File: config.mk
export PLATFORM = sky130hd
export DESIGN_NAME = decode_cycle_flat
export DESIGN_NICKNAME = d
export VERILOG_FILES = /design/src/rtl/riscv_pkg.sv /design/src/rtl/decode_cycle_if.sv /design/src/rtl/decode_cycle_reg_file.sv /design/src/rtl/decode_cycle.sv /design/src/flat_wrapper.sv
export SDC_FILE = /design/constraint.sdc
export NUM_CORES = 2
export LEC_CHECK = 0
export ABC_CLOCK_PERIOD_IN_PS = 59400
export BUFFER_PORTS_ARGS = -buffer_cell sky130_fd_sc_hd__clkbuf_2
export CORE_MARGIN = 2
export CORE_UTILIZATION = 53
export DETAILED_ROUTE_END_ITERATION = 7
export HOLD_SLACK_MARGIN = 0.12
export PLACE_DENSITY = 0.7
export SYNTH_ARGS = -nofsm -noshare
export SYNTH_HDL_FRONTEND = slang
export SYNTH_SLANG_ARGS = --single-unit
File: constraint.sdc
create_clock -name clk -period 59.4 [get_ports clk]
set_input_delay 11.88 -clock clk [delete_from_list [all_inputs] [get_ports clk]]
set_output_delay 11.88 -clock clk [all_outputs]
set_load 0.02 [all_outputs]
File: src/rtl/riscv_pkg.sv
// Shared RV32I decode definitions: opcodes, ALU/ResultSrc/ImmSrc encodings and the
// ID/EX pipeline register layout used by the decode stage.
package riscv_pkg;

  localparam int XLEN   = 32;
  localparam int NREG   = 32;
  localparam int REG_AW = 5;

  localparam logic [6:0] OP_LW    = 7'b0000011;
  localparam logic [6:0] OP_SW    = 7'b0100011;
  localparam logic [6:0] OP_RTYPE = 7'b0110011;
  localparam logic [6:0] OP_BEQ   = 7'b1100011;
  localparam logic [6:0] OP_IALU  = 7'b0010011;
  localparam logic [6:0] OP_JAL   = 7'b1101111;

  typedef enum logic [2:0] {
    ALU_ADD = 3'b000,
    ALU_SUB = 3'b001,
    ALU_AND = 3'b010,
    ALU_OR  = 3'b011,
    ALU_SLT = 3'b101
  } aluControl_e;

  typedef enum logic [1:0] {
    RES_ALU = 2'b00,
    RES_MEM = 2'b01,
    RES_PC4 = 2'b10
  } resultSrc_e;

  typedef enum logic [1:0] {
    IMM_I = 2'b00,
    IMM_S = 2'b01,
    IMM_B = 2'b10,
    IMM_J = 2'b11
  } immSrc_e;

  typedef enum logic [1:0] {
    ALUOP_ADD   = 2'b00,
    ALUOP_SUB   = 2'b01,
    ALUOP_FUNCT = 2'b10
  } aluOp_e;

  typedef struct packed {
    logic       regWrite;
    logic       memWrite;
    logic       jump;
    logic       branch;
    logic       aluSrc;
    logic       immEn;
    resultSrc_e resultSrc;
    immSrc_e    immSrc;
    aluOp_e     aluOp;
  } ctrl_t;

  typedef struct packed {
    logic              regWrite;
    logic              memWrite;
    logic              jump;
    logic              branch;
    logic              aluSrc;
    logic [1:0]        resultSrc;
    logic [2:0]        aluControl;
    logic [XLEN-1:0]   rd1;
    logic [XLEN-1:0]   rd2;
    logic [XLEN-1:0]   immExt;
    logic [XLEN-1:0]   pc;
    logic [XLEN-1:0]   pcPlus4;
    logic [REG_AW-1:0] rd;
    logic [REG_AW-1:0] rs1;
    logic [REG_AW-1:0] rs2;
  } idex_t;

endpackage

File: src/rtl/decode_cycle_if.sv
// Decode-stage bus: IF/ID inputs, writeback port, hazard-unit indices and ID/EX outputs.
// master drives the stage inputs (fetch/writeback side), slave is the decode stage.
interface decode_cycle_if;
  import riscv_pkg::*;

  logic [XLEN-1:0]   InstrD;
  logic [XLEN-1:0]   PCD;
  logic [XLEN-1:0]   PCPlus4D;
  logic              FlushE;
  logic              RegWriteW;
  logic [REG_AW-1:0] RdW;
  logic [XLEN-1:0]   ResultW;

  logic [REG_AW-1:0] Rs1D;
  logic [REG_AW-1:0] Rs2D;

  logic              RegWriteE;
  logic              MemWriteE;
  logic              JumpE;
  logic              BranchE;
  logic              ALUSrcE;
  logic [1:0]        ResultSrcE;
  logic [2:0]        ALUControlE;
  logic [XLEN-1:0]   RD1E;
  logic [XLEN-1:0]   RD2E;
  logic [XLEN-1:0]   ImmExtE;
  logic [XLEN-1:0]   PCE;
  logic [XLEN-1:0]   PCPlus4E;
  logic [REG_AW-1:0] RdE;
  logic [REG_AW-1:0] Rs1E;
  logic [REG_AW-1:0] Rs2E;

  modport master (
    output InstrD, PCD, PCPlus4D, FlushE, RegWriteW, RdW, ResultW,
    input  Rs1D, Rs2D,
    input  RegWriteE, MemWriteE, JumpE, BranchE, ALUSrcE, ResultSrcE, ALUControlE,
    input  RD1E, RD2E, ImmExtE, PCE, PCPlus4E, RdE, Rs1E, Rs2E
  );

  modport slave (
    input  InstrD, PCD, PCPlus4D, FlushE, RegWriteW, RdW, ResultW,
    output Rs1D, Rs2D,
    output RegWriteE, MemWriteE, JumpE, BranchE, ALUSrcE, ResultSrcE, ALUControlE,
    output RD1E, RD2E, ImmExtE, PCE, PCPlus4E, RdE, Rs1E, Rs2E
  );

endinterface

File: src/rtl/decode_cycle_reg_file.sv
// Architectural 32x32 register file: two async read ports, one write port, x0 hardwired to 0.
// Optional RF_BYPASS_EN forwards the in-flight write data to a matching read port.
module reg_file
  import riscv_pkg::*;
(
  input  logic              clk,
  input  logic              rst,
  input  logic [REG_AW-1:0] a1,
  input  logic [REG_AW-1:0] a2,
  input  logic [REG_AW-1:0] a3,
  input  logic              we3,
  input  logic [XLEN-1:0]   wd3,
  output logic [XLEN-1:0]   rd1,
  output logic [XLEN-1:0]   rd2
);

  logic [XLEN-1:0] regs [NREG];

  always_ff @(posedge clk or posedge rst) begin
    if (rst) begin
      for (int i = 0; i < NREG; i++) regs[i] <= '0;
    end else if (we3 && (a3 != '0)) begin
      regs[a3] <= wd3;
    end
  end

`ifdef RF_BYPASS_EN
  // a nonzero read address already implies a nonzero write address on a match
  assign rd1 = (a1 == '0) ? '0 : ((we3 && (a1 == a3)) ? wd3 : regs[a1]);
  assign rd2 = (a2 == '0) ? '0 : ((we3 && (a2 == a3)) ? wd3 : regs[a2]);
`else
  assign rd1 = (a1 == '0) ? '0 : regs[a1];
  assign rd2 = (a2 == '0) ? '0 : regs[a2];
`endif

endmodule

File: src/rtl/decode_cycle.sv
// RV32I decode stage: control decode, immediate extension, register read and ID/EX register.
// Build option RF_BYPASS_EN enables write-through forwarding inside reg_file.
module decode_cycle
  import riscv_pkg::*;
(
  input  logic           clk,
  input  logic           rst,
  decode_cycle_if.slave  bus
);

  logic [6:0]      opcode;
  logic [2:0]      funct3;
  logic            funct7b5;
  ctrl_t           ctrlD;
  logic [2:0]      aluControlD;
  logic signed [XLEN-1:0] immExtD;
  logic [XLEN-1:0] rd1D;
  logic [XLEN-1:0] rd2D;
  idex_t           idExD;
  idex_t           idEx_p1;

  assign opcode   = bus.InstrD[6:0];
  assign funct3   = bus.InstrD[14:12];
  assign funct7b5 = bus.InstrD[30];

  assign bus.Rs1D = bus.InstrD[19:15];
  assign bus.Rs2D = bus.InstrD[24:20];

  always_comb begin
    ctrlD.regWrite  = 1'b0;
    ctrlD.memWrite  = 1'b0;
    ctrlD.jump      = 1'b0;
    ctrlD.branch    = 1'b0;
    ctrlD.aluSrc    = 1'b0;
    ctrlD.immEn     = 1'b0;
    ctrlD.resultSrc = RES_ALU;
    ctrlD.immSrc    = IMM_I;
    ctrlD.aluOp     = ALUOP_ADD;
    case (opcode)
      OP_LW: begin
        ctrlD.regWrite  = 1'b1;
        ctrlD.aluSrc    = 1'b1;
        ctrlD.immEn     = 1'b1;
        ctrlD.resultSrc = RES_MEM;
      end
      OP_SW: begin
        ctrlD.memWrite = 1'b1;
        ctrlD.aluSrc   = 1'b1;
        ctrlD.immEn    = 1'b1;
        ctrlD.immSrc   = IMM_S;
      end
      OP_RTYPE: begin
        ctrlD.regWrite = 1'b1;
        ctrlD.aluOp    = ALUOP_FUNCT;
      end
      OP_BEQ: begin
        ctrlD.branch = 1'b1;
        ctrlD.immEn  = 1'b1;
        ctrlD.immSrc = IMM_B;
        ctrlD.aluOp  = ALUOP_SUB;
      end
      OP_IALU: begin
        ctrlD.regWrite = 1'b1;
        ctrlD.aluSrc   = 1'b1;
        ctrlD.immEn    = 1'b1;
        ctrlD.aluOp    = ALUOP_FUNCT;
      end
      OP_JAL: begin
        ctrlD.regWrite  = 1'b1;
        ctrlD.jump      = 1'b1;
        ctrlD.immEn     = 1'b1;
        ctrlD.immSrc    = IMM_J;
        ctrlD.resultSrc = RES_PC4;
      end
      default: ;
    endcase
  end

  always_comb begin
    aluControlD = ALU_ADD;
    case (ctrlD.aluOp)
      ALUOP_SUB: aluControlD = ALU_SUB;
      ALUOP_FUNCT: begin
        case (funct3)
          // addi has no funct7, so only an R-type with funct7[5] set is a subtract
          3'b000:  aluControlD = (opcode[5] && funct7b5) ? ALU_SUB : ALU_ADD;
          3'b010:  aluControlD = ALU_SLT;
          3'b110:  aluControlD = ALU_OR;
          3'b111:  aluControlD = ALU_AND;
          default: aluControlD = ALU_ADD;
        endcase
      end
      default: aluControlD = ALU_ADD;
    endcase
  end

  function automatic logic signed [XLEN-1:0] extendImm(input logic [XLEN-1:0] instr,
                                                       input immSrc_e src);
    logic s;
    s = instr[31];
    case (src)
      IMM_S:   extendImm = {{20{s}}, instr[31:25], instr[11:7]};
      IMM_B:   extendImm = {{19{s}}, instr[31], instr[7], instr[30:25], instr[11:8], 1'b0};
      IMM_J:   extendImm = {{11{s}}, instr[31], instr[19:12], instr[20], instr[30:21], 1'b0};
      default: extendImm = {{20{s}}, instr[31:20]};
    endcase
  endfunction

  assign immExtD = ctrlD.immEn ? extendImm(bus.InstrD, ctrlD.immSrc) : '0;

  reg_file u_regFile (
    .clk (clk),
    .rst (rst),
    .a1  (bus.Rs1D),
    .a2  (bus.Rs2D),
    .a3  (bus.RdW),
    .we3 (bus.RegWriteW),
    .wd3 (bus.ResultW),
    .rd1 (rd1D),
    .rd2 (rd2D)
  );

  always_comb begin
    idExD.regWrite   = ctrlD.regWrite;
    idExD.memWrite   = ctrlD.memWrite;
    idExD.jump       = ctrlD.jump;
    idExD.branch     = ctrlD.branch;
    idExD.aluSrc     = ctrlD.aluSrc;
    idExD.resultSrc  = ctrlD.resultSrc;
    idExD.aluControl = aluControlD;
    idExD.rd1        = rd1D;
    idExD.rd2        = rd2D;
    idExD.immExt     = immExtD;
    idExD.pc         = bus.PCD;
    idExD.pcPlus4    = bus.PCPlus4D;
    idExD.rd         = bus.InstrD[11:7];
    idExD.rs1        = bus.Rs1D;
    idExD.rs2        = bus.Rs2D;
  end

  // ---- ID/EX boundary: flush outranks the decoded contents ----
  always_ff @(posedge clk or posedge rst) begin
    if (rst) begin
      idEx_p1 <= '0;
    end else if (bus.FlushE) begin
      idEx_p1 <= '0;
    end else begin
      idEx_p1 <= idExD;
    end
  end

  assign bus.RegWriteE   = idEx_p1.regWrite;
  assign bus.MemWriteE   = idEx_p1.memWrite;
  assign bus.JumpE       = idEx_p1.jump;
  assign bus.BranchE     = idEx_p1.branch;
  assign bus.ALUSrcE     = idEx_p1.aluSrc;
  assign bus.ResultSrcE  = idEx_p1.resultSrc;
  assign bus.ALUControlE = idEx_p1.aluControl;
  assign bus.RD1E        = idEx_p1.rd1;
  assign bus.RD2E        = idEx_p1.rd2;
  assign bus.ImmExtE     = idEx_p1.immExt;
  assign bus.PCE         = idEx_p1.pc;
  assign bus.PCPlus4E    = idEx_p1.pcPlus4;
  assign bus.RdE         = idEx_p1.rd;
  assign bus.Rs1E        = idEx_p1.rs1;
  assign bus.Rs2E        = idEx_p1.rs2;

endmodule

File: src/flat_wrapper.sv
// flat-port wrapper written by rule: the top's interface ports become plain ports
module decode_cycle_flat import riscv_pkg::*;
  (clk, rst, bus_InstrD, bus_PCD, bus_PCPlus4D, bus_FlushE, bus_RegWriteW, bus_RdW, bus_ResultW, bus_Rs1D, bus_Rs2D, bus_RegWriteE, bus_MemWriteE, bus_JumpE, bus_BranchE, bus_ALUSrcE, bus_ResultSrcE, bus_ALUControlE, bus_RD1E, bus_RD2E, bus_ImmExtE, bus_PCE, bus_PCPlus4E, bus_RdE, bus_Rs1E, bus_Rs2E);
  decode_cycle_if bus_i ();
  input  logic clk;
  input  logic rst;
  input wire logic [$bits(bus_i.InstrD)-1:0] bus_InstrD;
  input wire logic [$bits(bus_i.PCD)-1:0] bus_PCD;
  input wire logic [$bits(bus_i.PCPlus4D)-1:0] bus_PCPlus4D;
  input wire logic [$bits(bus_i.FlushE)-1:0] bus_FlushE;
  input wire logic [$bits(bus_i.RegWriteW)-1:0] bus_RegWriteW;
  input wire logic [$bits(bus_i.RdW)-1:0] bus_RdW;
  input wire logic [$bits(bus_i.ResultW)-1:0] bus_ResultW;
  output wire logic [$bits(bus_i.Rs1D)-1:0] bus_Rs1D;
  output wire logic [$bits(bus_i.Rs2D)-1:0] bus_Rs2D;
  output wire logic [$bits(bus_i.RegWriteE)-1:0] bus_RegWriteE;
  output wire logic [$bits(bus_i.MemWriteE)-1:0] bus_MemWriteE;
  output wire logic [$bits(bus_i.JumpE)-1:0] bus_JumpE;
  output wire logic [$bits(bus_i.BranchE)-1:0] bus_BranchE;
  output wire logic [$bits(bus_i.ALUSrcE)-1:0] bus_ALUSrcE;
  output wire logic [$bits(bus_i.ResultSrcE)-1:0] bus_ResultSrcE;
  output wire logic [$bits(bus_i.ALUControlE)-1:0] bus_ALUControlE;
  output wire logic [$bits(bus_i.RD1E)-1:0] bus_RD1E;
  output wire logic [$bits(bus_i.RD2E)-1:0] bus_RD2E;
  output wire logic [$bits(bus_i.ImmExtE)-1:0] bus_ImmExtE;
  output wire logic [$bits(bus_i.PCE)-1:0] bus_PCE;
  output wire logic [$bits(bus_i.PCPlus4E)-1:0] bus_PCPlus4E;
  output wire logic [$bits(bus_i.RdE)-1:0] bus_RdE;
  output wire logic [$bits(bus_i.Rs1E)-1:0] bus_Rs1E;
  output wire logic [$bits(bus_i.Rs2E)-1:0] bus_Rs2E;
  assign bus_i.InstrD = bus_InstrD;
  assign bus_i.PCD = bus_PCD;
  assign bus_i.PCPlus4D = bus_PCPlus4D;
  assign bus_i.FlushE = bus_FlushE;
  assign bus_i.RegWriteW = bus_RegWriteW;
  assign bus_i.RdW = bus_RdW;
  assign bus_i.ResultW = bus_ResultW;
  assign bus_Rs1D = bus_i.Rs1D;
  assign bus_Rs2D = bus_i.Rs2D;
  assign bus_RegWriteE = bus_i.RegWriteE;
  assign bus_MemWriteE = bus_i.MemWriteE;
  assign bus_JumpE = bus_i.JumpE;
  assign bus_BranchE = bus_i.BranchE;
  assign bus_ALUSrcE = bus_i.ALUSrcE;
  assign bus_ResultSrcE = bus_i.ResultSrcE;
  assign bus_ALUControlE = bus_i.ALUControlE;
  assign bus_RD1E = bus_i.RD1E;
  assign bus_RD2E = bus_i.RD2E;
  assign bus_ImmExtE = bus_i.ImmExtE;
  assign bus_PCE = bus_i.PCE;
  assign bus_PCPlus4E = bus_i.PCPlus4E;
  assign bus_RdE = bus_i.RdE;
  assign bus_Rs1E = bus_i.Rs1E;
  assign bus_Rs2E = bus_i.Rs2E;
  decode_cycle u_core (.clk(clk), .rst(rst), .bus(bus_i));
endmodule
==> impl_results.md <==
* Crit path max fanout at 29
* # rows at ~120
* P_int at 1.66 mW
* Power per cell area at approximately 34 nW/um2
* Fmax at ~41 MHz
* RR Startpoint: u_core.u_regFile.regs[921]$_DFFE_PP0P_
* Max Slew Vio Count at 0
* Pre-CTS setup slack at between 30 and 40 ns
* Synth cell types at 53
* Cells after Synth at approximately 3800
* CTS tree: built
* Combinational Power Share at 0.184
* Clock Root Buffer: clkbuf_16
* Final setup viols at 0
* Most frequent cells in the layout: dfrtp_1 (1197), mux2_2 (992), mux4_2 (500)
* Post-synthesis register bit count at ~1200
* Total Power at approximately 2.2 mW
* Worst Hold Depth at 0
* Sequential element share of the synthesized area at 0.502
* Layout filler cell count at around 8800
* Worst R2R End: u_core.bus.RD2E[25]$_DFF_PP0_
* Part of the cycle the worst path needs at 0.415
* Largest net degree at the start of global routing at about 160
* P&R area growth vs syn at 10.7%
* H-tree depth at 3
* Hold Path Origin: u_core.u_regFile.regs[993]$_DFFE_PP0P_
* Netlist Area Pre-Place at about 60000 um2
* Die X at ~340 um
* Worst hold path type: reg2reg
* Port bufs at about 330
* Worst Skew at 0.0241 ns
* Layout Utilization at 0.590
* Pleak at a little under 30 nW
* Height of the die at 340 um
* RSZ-0062 raised after global routing: false
* Final hold vios at 0
* Placed Cells at 5282
* Fin Hold WS at 0.395 ns
* Crit path kind: in2out
* Remaining global-route overflow at 0
* Switching pwr at around 590 uW
* Top_reg_cell synth: dfrtp_1
* Sw Share at 0.264
* Share of layout cells above drive strength 1 at 0.539
* R2r setup slk at ~57 ns
* Starting Density at 0.533
* Finished Layout Cells at roughly 5500
* Max-slew headroom at 0.118
* Final nets at a little over 4000
* Yosys warns at 0
* Critical Path End Type: output pin
* Placed inst area at approximately 62000 um2
* Initial DRC count at between 3000 and 4000
* IO Pins at around 330
* Clk pin slew, worst setup/hold paths at around 0.06 ns
* Vias per cell at roughly 6.7
* WP data arrival at 12.76 ns
* # resized after CTS at 0
* Vias in the first global route at roughly 38000
* EDFF count, synth at 0
* Worst-Skew Late Latency at 0.73 ns
* Max_cap viols at 0
* Cts hold-fix bufs at 0
* Post-synthesis net count at just under 4000
* Core ar. at ~110000 um2
* Worst Setup Start Kind: input port
* Worst Hold End: u_core.u_regFile.regs[993]$_DFFE_PP0P_
* Total Routing Usage GR at 0.297
* Final min period at around 25 ns
* Postcts setup bufs at 0
* Post-DP HPWL at 94000 um
* Status: complete, no violations
* Antenna violations before repair at 9
* Worst path required time at between 40 and 50 ns
* First-pass GRT wire length at ~250000 um
* Clk sinks at between 1000 and 1500
* Via count at roughly 37000
* Worst Reg-to-Reg Cells at 4
* Routed Wire Length at about 170000 um
* TNS Setup at 0 ns
* Syn Area/Cell at 15.7 um2
* Sequential share of power at 0.470
* Number of remaining DRC errors at 0
* Num CTS Buffers at around 120
* DR pass1 iterations at 7
* Worst slew pin tran at 1.32 ns
* Area of the die at roughly 120000 um2
* ANT nets after route at 0
* Leading cell type in the layout, fill and taps excluded: dfrtp_1
* Post-DR wirelength/cell at 31.0 um
* Gp weighted congestion at between 0.8 and 0.9
* Final worst setup slack at about 35 ns
* Post-synthesis async set-or-reset flop share at 1.00
* Peak VDD IR at between 0.02 and 0.03 mV
* Design area at approximately 66000 um2
* Clock power frac at 0.346
* Longest Clk Path Bufs at 3
cell type report:
class                      instances  area, um2  area share
multi-input combinational       2156      27700       0.420
inverter                          15       63.8    0.000966
sequential                      1197      30000       0.453
antenna                            4       10.0    0.000152
tap                             1500       1880      0.0284
clock inverter                    43        422     0.00638
timing repair buffer             414       2380      0.0361
clock buffer                     179       3630      0.0549
state kept, by name, summed over array words and instances, names as in the netlist, 5 cells and up:
signal / cells
u_core.bus.RD1E: 32
u_core.bus.PCE: 32
u_core.u_regFile.regs: 1024
u_core.bus.ImmExtE: 21
u_core.bus.RdE: 5
u_core.bus.RD2E: 32
u_core.bus.PCPlus4E: 32
u_core.bus.Rs1E: 5
u_core.bus.Rs2E: 5
worst max-delay path, stage by stage:
cell and delay, ns:
buf_2 0.07, buf_4 0.48, clkbuf_2 0.29
power groups by stage:
stage	registers [mW]	clock network (mW)	logic, mW
2_1_floorplan	1.05	0	0.327
3_3_place_gp	1.06	0	0.406
3_5_place_dp	1.07	0	0.415
4_1_cts	1.05	0.790	0.417
5_1_grt	1.07	0.823	0.444
6_report	1.06	0.778	0.415
worst max-delay path by stage:
stage	endpoint	from	slack, ns	depth (start not counted)
4_1_cts	bus_Rs1D[0]	bus_InstrD[15]	34.70	2
6_report	bus_Rs2D[4]	bus_InstrD[24]	34.76	3
3_5_place_dp	bus_Rs1D[0]	bus_InstrD[15]	34.71	2
2_1_floorplan	u_core.bus.ALUControlE[0]$_DFF_PP0_	rst	13.80	1
3_3_place_gp	bus_Rs1D[0]	bus_InstrD[15]	34.69	2
5_1_grt	bus_Rs1D[0]	bus_InstrD[15]	34.65	2
Yosys cell counts, types with 6 or more instances:
master	n	area share
a2111oi_0	12	0.0018
a211o_1	8	0.0012
a21oi_1	16	0.0013
a22o_1	21	0.0031
a22oi_1	47	0.0059
a31oi_1	21	0.0022
and2_1	6	0.00063
buf_1	55	0.0035
buf_2	99	0.0083
buf_4	31	0.0039
buf_6	12	0.0023
buf_8	9	0.0023
clkbuf_1	224	0.014
dfrtp_1	1197	0.50
inv_1	14	0.00088
mux2_2	992	0.19
mux2i_1	188	0.032
mux4_2	500	0.19
nand2_1	29	0.0018
nand3_1	8	0.00067
nand3b_1	6	0.00075
nor2_1	39	0.0025
nor2b_1	108	0.011
nor3_1	6	0.00050
nor4_1	14	0.0015
o221ai_1	32	0.0047
o22a_1	32	0.0047
o22ai_1	21	0.0022
routing by layer:
metal / up-vias / wire length [um] / global-route usage
met5: - / 48 / 0
met4: 8 / 5660 / 0.0985
met3: 333 / 13800 / 0.0636
met2: 1759 / 79500 / 0.459
met1: 19900 / 71500 / 0.422
li1: 14700 / - / -
cell families after synthesis:
group                      after synthesis  synth area share
AOI/OAI and AO/OA                      232            0.0303
adders and majority gates                2          0.000419
muxes                                 1681             0.408
buffers and inverters                  450            0.0369
and+or+nand+nor                        241            0.0227
DFF                                   1197             0.502
No activity file was read; power rests on OpenSTA's default activity.
